`config.mk`:
```
export PLATFORM = sky130hd
export DESIGN_NAME = counter_ud_param
export DESIGN_NICKNAME = d
export VERILOG_FILES = /design/src/rtl/counter_ud_pkg.sv /design/src/rtl/counter_ud_next.sv /design/src/rtl/counter_ud_param.sv
export SDC_FILE = /design/constraint.sdc
export NUM_CORES = 1
export LEC_CHECK = 0
export ABC_AREA = 1
export CORE_UTILIZATION = 49
export CTS_BUF_LIST = sky130_fd_sc_hd__clkbuf_4 sky130_fd_sc_hd__clkbuf_8
export DETAILED_ROUTE_END_ITERATION = 12
export GPL_TIMING_DRIVEN = 0
export HOLD_SLACK_MARGIN = 0.03
export PLACE_DENSITY = 0.82
export SETUP_SLACK_MARGIN = 0.1
export SYNTH_ARGS = -nofsm -noshare
export SYNTH_HDL_FRONTEND = slang
export SYNTH_HIERARCHICAL = 1
export SYNTH_SLANG_ARGS = --single-unit
```
`constraint.sdc`:
```
create_clock -name clk -period 2.2 [get_ports clk]
set_input_delay 0.22 -clock clk [delete_from_list [all_inputs] [get_ports clk]]
set_output_delay 0.22 -clock clk [all_outputs]
set_load 0.02 [all_outputs]
```
`src/rtl/counter_ud_pkg.sv`:
```
// ----------------------------------------------------------------------------
// counter_ud_pkg
// Shared types and default constants for the up/down counter slice.
//   count_mode_t : CNT_WRAP (wrap modulo MAX_VAL+1) / CNT_SAT (saturate)
//   DEF_WIDTH    : default counter width
//   DEF_STEP_W   : default step input width
// ----------------------------------------------------------------------------
package counter_ud_pkg;

    localparam int unsigned DEF_WIDTH  = 8;
    localparam int unsigned DEF_STEP_W = 4;

    typedef enum logic {
        CNT_WRAP = 1'b0,
        CNT_SAT  = 1'b1
    } count_mode_t;

endpackage

```
`src/rtl/counter_ud_next.sv`:
```
// ----------------------------------------------------------------------------
// counter_ud_next
// Purely combinational next-count computation for counter_ud_param.
// Ports:
//   cnt      in  [WIDTH-1:0]  current registered count
//   inc/dec  in               up / down request (acts only when exactly one)
//   step     in  [STEP_W-1:0] magnitude, clamped to MAX_VAL
//   load     in               load strobe, highest priority
//   load_val in  [WIDTH-1:0]  load value, clamped to MAX_VAL
//   nxt_cnt  out [WIDTH-1:0]  count for the next clock
//   ovf_evt  out              this update crosses above MAX_VAL
//   unf_evt  out              this update crosses below 0
// ----------------------------------------------------------------------------
module counter_ud_next
    import counter_ud_pkg::*;
#(
    parameter int unsigned       WIDTH    = DEF_WIDTH,
    parameter int unsigned       STEP_W   = DEF_STEP_W,
    parameter logic [WIDTH-1:0]  MAX_VAL  = '1,
    parameter count_mode_t       SAT_MODE = CNT_WRAP
) (
    input  logic [WIDTH-1:0]  cnt,
    input  logic              inc,
    input  logic              dec,
    input  logic [STEP_W-1:0] step,
    input  logic              load,
    input  logic [WIDTH-1:0]  load_val,
    output logic [WIDTH-1:0]  nxt_cnt,
    output logic              ovf_evt,
    output logic              unf_evt
);

    // One extra bit of headroom so cnt+step and cnt+MAX_VAL+1 never truncate.
    localparam logic [WIDTH:0] MAX_X = {1'b0, MAX_VAL};
    localparam logic [WIDTH:0] MOD_X = MAX_X + (WIDTH+1)'(1);

    logic [WIDTH:0] cnt_x;
    logic [WIDTH:0] step_x;
    logic [WIDTH:0] eff_x;
    logic [WIDTH:0] sum_x;

    always_comb begin
        cnt_x   = {1'b0, cnt};
        step_x  = (WIDTH+1)'(step);
        eff_x   = (step_x > MAX_X) ? MAX_X : step_x;
        sum_x   = cnt_x + eff_x;
        nxt_cnt = cnt;
        ovf_evt = 1'b0;
        unf_evt = 1'b0;

        if (load) begin
            nxt_cnt = (load_val > MAX_VAL) ? MAX_VAL : load_val;
        end else if ((inc ^ dec) && (step != '0)) begin
            if (inc) begin
                if (sum_x > MAX_X) begin
                    ovf_evt = 1'b1;
                    nxt_cnt = (SAT_MODE == CNT_SAT) ? MAX_VAL : WIDTH'(sum_x - MOD_X);
                end else begin
                    nxt_cnt = WIDTH'(sum_x);
                end
            end else begin
                if (eff_x > cnt_x) begin
                    unf_evt = 1'b1;
                    nxt_cnt = (SAT_MODE == CNT_SAT) ? '0 : WIDTH'(cnt_x + MOD_X - eff_x);
                end else begin
                    nxt_cnt = WIDTH'(cnt_x - eff_x);
                end
            end
        end
    end

endmodule

```
`src/rtl/counter_ud_param.sv`:
```
// ----------------------------------------------------------------------------
// counter_ud_param
// Parameterised up/down counter with programmable step, bound, wrap or
// saturate behaviour and sticky overflow/underflow flags.
// Ports:
//   clk       in               rising-edge clock
//   rst_n     in               asynchronous active-low reset
//   inc/dec   in               up / down request
//   step      in  [STEP_W-1:0] step magnitude
//   load      in               synchronous load strobe
//   load_val  in  [WIDTH-1:0]  load value
//   clr_flags in               clear sticky ovf/unf (a same-cycle event wins)
//   cnt       out [WIDTH-1:0]  registered count, 0..MAX_VAL
//   ovf/unf   out              sticky overflow / underflow
//   at_max    out              cnt == MAX_VAL
//   at_min    out              cnt == 0
// Optional: define COUNTER_UD_SVA_EN to compile in assertions and covers.
// ----------------------------------------------------------------------------
module counter_ud_param
    import counter_ud_pkg::*;
#(
    parameter int unsigned       WIDTH    = DEF_WIDTH,
    parameter int unsigned       STEP_W   = DEF_STEP_W,
    parameter logic [WIDTH-1:0]  MAX_VAL  = '1,
    parameter count_mode_t       SAT_MODE = CNT_WRAP
) (
    input  logic              clk,
    input  logic              rst_n,
    input  logic              inc,
    input  logic              dec,
    input  logic [STEP_W-1:0] step,
    input  logic              load,
    input  logic [WIDTH-1:0]  load_val,
    input  logic              clr_flags,
    output logic [WIDTH-1:0]  cnt,
    output logic              ovf,
    output logic              unf,
    output logic              at_max,
    output logic              at_min
);

    logic [WIDTH-1:0] nxt_cnt;
    logic             ovf_evt;
    logic             unf_evt;

    counter_ud_next #(
        .WIDTH    (WIDTH),
        .STEP_W   (STEP_W),
        .MAX_VAL  (MAX_VAL),
        .SAT_MODE (SAT_MODE)
    ) u_next (
        .cnt      (cnt),
        .inc      (inc),
        .dec      (dec),
        .step     (step),
        .load     (load),
        .load_val (load_val),
        .nxt_cnt  (nxt_cnt),
        .ovf_evt  (ovf_evt),
        .unf_evt  (unf_evt)
    );

    always_ff @(posedge clk or negedge rst_n) begin
        if (!rst_n) begin
            cnt <= '0;
            ovf <= 1'b0;
            unf <= 1'b0;
        end else begin
            cnt <= nxt_cnt;
            // Set event takes precedence over the clear strobe.
            ovf <= ovf_evt | (ovf & ~clr_flags);
            unf <= unf_evt | (unf & ~clr_flags);
        end
    end

    assign at_max = (cnt == MAX_VAL);
    assign at_min = (cnt == '0);

`ifdef COUNTER_UD_SVA_EN
    localparam logic [WIDTH:0] SVA_MAX_X = {1'b0, MAX_VAL};

    logic [WIDTH:0] sva_cnt_x;
    logic [WIDTH:0] sva_eff_x;
    logic           sva_cmd;

    always_comb begin
        sva_cnt_x = {1'b0, cnt};
        sva_eff_x = ((WIDTH+1)'(step) > SVA_MAX_X) ? SVA_MAX_X : (WIDTH+1)'(step);
        sva_cmd   = !load && (inc ^ dec) && (step != '0);
    end

    a_hold: assert property (@(posedge clk) disable iff (!rst_n)
        (!load && ((inc == dec) || (step == '0)))
        |=> (cnt == $past(cnt)) && !$rose(ovf) && !$rose(unf))
        else $error("counter_ud_param hold violated at %0t", $time);

    a_inc: assert property (@(posedge clk) disable iff (!rst_n)
        (sva_cmd && inc && ((sva_cnt_x + sva_eff_x) <= SVA_MAX_X))
        |=> (cnt == WIDTH'($past(sva_cnt_x + sva_eff_x))))
        else $error("counter_ud_param inc violated at %0t", $time);

    a_inc_ovf: assert property (@(posedge clk) disable iff (!rst_n)
        (sva_cmd && inc && ((sva_cnt_x + sva_eff_x) > SVA_MAX_X))
        |=> ovf && (cnt == ((SAT_MODE == CNT_SAT) ? MAX_VAL
                    : WIDTH'($past(sva_cnt_x + sva_eff_x) - SVA_MAX_X - (WIDTH+1)'(1)))))
        else $error("counter_ud_param overflow violated at %0t", $time);

    a_dec: assert property (@(posedge clk) disable iff (!rst_n)
        (sva_cmd && dec && (sva_eff_x <= sva_cnt_x))
        |=> (cnt == WIDTH'($past(sva_cnt_x - sva_eff_x))))
        else $error("counter_ud_param dec violated at %0t", $time);

    a_dec_unf: assert property (@(posedge clk) disable iff (!rst_n)
        (sva_cmd && dec && (sva_eff_x > sva_cnt_x))
        |=> unf && (cnt == ((SAT_MODE == CNT_SAT) ? '0
                    : WIDTH'($past(sva_cnt_x + SVA_MAX_X + (WIDTH+1)'(1) - sva_eff_x)))))
        else $error("counter_ud_param underflow violated at %0t", $time);

    a_clr: assert property (@(posedge clk) disable iff (!rst_n)
        clr_flags |=> (ovf == $past(ovf_evt)) && (unf == $past(unf_evt)))
        else $error("counter_ud_param clr_flags violated at %0t", $time);

    a_range: assert property (@(posedge clk) disable iff (!rst_n)
        !$isunknown(cnt) && (cnt <= MAX_VAL))
        else $error("counter_ud_param range violated at %0t", $time);

    c_hold:    cover property (@(posedge clk) disable iff (!rst_n) !load && inc && dec);
    c_ovf:     cover property (@(posedge clk) disable iff (!rst_n) ovf_evt);
    c_unf:     cover property (@(posedge clk) disable iff (!rst_n) unf_evt);
    c_clr_win: cover property (@(posedge clk) disable iff (!rst_n) clr_flags && (ovf_evt || unf_evt));
    c_at_max:  cover property (@(posedge clk) disable iff (!rst_n) at_max);
`endif

endmodule
```
==> results by group <==
Clock tree
  – CTS tree: done
  – Num CTS Buffers: 3
  – CTS sink count: 10
  – CTS H-tree lvls: 1
  – Clk_lat worst skew: between 0.2 and 0.3 ns
  – Hold-fix buffers, CTS: 0
  – Clock Path Buffers: 2
  – Setup repair bufs after CTS: 0
  – Clk slew on worst S/H paths: 0.06 ns
  – Post_cts resized: 0
  – Root Buffer: clkbuf_4

Global routing
  – Global-route wire length before repair: 4640 um
  – GR Overflow Total: 0
  – Vias in the first global route: 1049
  – Antenna violations before repair: 0
  – Total Routing Usage GR: 24.8%
  – Pin count of the biggest net entering global routing: 11

Finish
  – Share of cells above drive strength 1: 8.00%
  – Post-Layout Cell Count: 227
  – Antenna Diode Count: 0
  – Area growth, synth to finish: 32.6%
  – Final #Nets: 230

Detailed routing
  – TritonRoute pass-1 iters: 4
  – Routed Antenna Nets: 0
  – Post-DR wirelength/cell: 11.8 um
  – Final Routed Wirelength: 2680 um
  – DRC viols: 0
  – Via count: 1164
  – DRT iter0 DRCs: 29
  – Vias per cell: 5.13

Timing
  – Final Max Slew Viols: 0
  – Max_slew headroom: 70.8%
  – Setup TNS: 0 ns
  – Worst Tran Pin Value: 0.437 ns
  – RSZ-0062 raised after global routing: false
  – Tmin final: about 1.9 ns
  – Final period util: 86.6%
  – Final clock skew: a little over 0.0009 ns
  – Final hold slack: 0.280 ns
  – Max frequency: approximately 0.52 GHz
  – Final hold violations: 0
  – Final setup vio count: 0

Synth
  – Syn avg cell area: about 6.3 um2
  – Mapped Nets: 196
  – Yosys cell types: 25
  – Cell taking the most area after synthesis: dfrtp_1
  – YS warnings: 6
  – Post-Synthesis Cell Area: 0.00106 mm2
  – Cell count after synthesis: 168
  – Yosys reg bits: 10
  – Synth top area cells: dfrtp_1 (24%), nand2_1 (19%), ha_1 (9.4%)
  – Register area share after synthesis: a little under a quarter
  – Top-area cell type share of the netlist area: 23.6%

Power and ir drop
  – Power Dens Cells: 506 mW/mm2
  – Worst vdd ir: approximately 0.42 mV
  – LEAKAGE: 0.710 nW

Placement
  – Placed cell count: between 200 and 250
  – Post-DP HPWL: 2180 um
  – IO buf count: 29
  – Routability-driven placement congestion ratio: 0.933

Critical path
  – Worst-path maximum fanout: 6
  – Crit path DAT: 2.05 ns
  – CP startpoint kind: flop
  – WP data required: 2.34 ns
  – Critical path capture point type: flop
  – Crit Path Category: reg -> reg

Die
  – Initial core utilization: 53.1%
  – IO Count: 30
  – Die W: 48.6 um
  – Core Footprint: about 0.002 mm2
  – Die area: around 0.0024 mm2
  – Die Y: 48.6 um
  – Rows: 16

Run status
  – Status: finished, final reports clean

Min path
  – Hold Crit Class: in -> async

Run
  – Max-capacitance violation count: 0
synthesized netlist by cell type:
master / instances
nor4_1: 1
o211ai_1: 3
buf_4: 1
buf_2: 1
fa_1: 2
nand2_2: 2
inv_4: 1
buf_6: 1
o21ai_0: 8
nand2_4: 1
a21oi_1: 5
xor2_1: 1
nand4_1: 6
nand3b_1: 1
dfrtp_1: 10
nand3_1: 15
nor2_1: 17
o21ai_1: 1
nor2_2: 1
o21bai_1: 2
ha_1: 8
a21oi_2: 1
inv_1: 21
inv_2: 4
nand2_1: 54
area by class of cell:
class                           instances  area [um2]
Fill cell                             174         593
Sequential cell                        10         250
Clock buffer                            3        22.5
Tap cell                               27        33.8
Timing Repair Buffer                   29         290
Multi-Input combinational cell        129         688
Buffer                                  3        23.8
Inverter                               26         100
worst paths after layout:
| path | startpoint | end | slack, ns | cells past startpoint |
|---|---|---|---|---|
| max | cnt[0]$_DFF_PN0_ | cnt[6]$_DFF_PN0_ | 0.29 | 13 |
| min | rst_n | cnt[7]$_DFF_PN0_ | 0.28 | 1 |
| max reg2reg | cnt[0]$_DFF_PN0_ | cnt[6]$_DFF_PN0_ | 0.29 | 13 |
| min reg2reg | ovf$_DFF_PN0_ | ovf$_DFF_PN0_ | 0.52 | 2 |
| max in group asynchronous | rst_n | unf$_DFF_PN0_ | 1.62 | 1 |
| min in group clk | load_val[6] | cnt[6]$_DFF_PN0_ | 0.50 | 3 |
cell families (layout without fill, tap and decap cells):
kind of cell	count (synthesis)	after routing	share of synthesized area, %
compound gates	20	20	11.0
simple gates	98	98	39.8
buf+inv	29	61	11.7
fa+ha+maj	10	10	13.2
flops	10	10	23.6
xor+xnor	1	1	0.825
per-stage QoR:
step                total power (W)  setup WS (ns)  util [%]  cell area [um2]
global placement           0.000588          0.104      69.3             1390
floorplan                  0.000467          0.400         -             1060
CTS                        0.000717          0.310      70.4             1410
global route               0.000778          0.131      70.4             1410
detailed placement         0.000599         0.0688      69.3             1390
finish                     0.000713          0.294      70.4             1410
placed cells by master (no fill, tap or decap):
master and instances:
a21oi_1 5, o211ai_1 3, xor2_1 1, buf_2 1, fa_1 2, ha_1 8
nand2_2 2, clkbuf_4 3, o21ai_0 8, inv_2 4, nand4_1 6, nand2_1 54
inv_4 1, nand3_1 15, nor2_1 17, buf_6 1, o21bai_1 2, dfrtp_1 10
o21ai_1 1, nor4_1 1, clkdlybuf4s50_1 29, nand3b_1 1, nand2_4 1, inv_1 21
a21oi_2 1, buf_4 1, nor2_2 1
registers in the layout, indices dropped and copies added, names as in the netlist:
register  count
ovf           1
cnt           8
unf           1
worst max-delay path, cell delays in order (launching register included):
cell	delay (ns)
dfrtp_1	0.41
inv_1	0.06
ha_1	0.21
fa_1	0.39
inv_1	0.09
nand3_1	0.09
nand2_1	0.10
nor2_1	0.05
nand2_1	0.07
nand2_1	0.05
nand2_1	0.06
nand3_1	0.09
nand2_1	0.08
nand2_1	0.05
metal layers:
layer	up-vias	routed length [um]	track usage [%]
met5	-	0	0
met3	0	212	0.943
li1	603	-	-
met1	513	1150	34.8
met2	48	1320	43.7
met4	0	0	2.94
power breakdown:
| group | leakage, nW | total [W] | internal [W] | switching (W) |
|---|---|---|---|---|
| logic | 0.574 | 0.000362 | 0.000155 | 0.000206 |
| clock network | 0.0138 | 0.000113 | 0.0000625 | 0.0000504 |
| registers | 0.123 | 0.000238 | 0.000203 | 0.0000351 |
(Power assumes the default switching activity.)
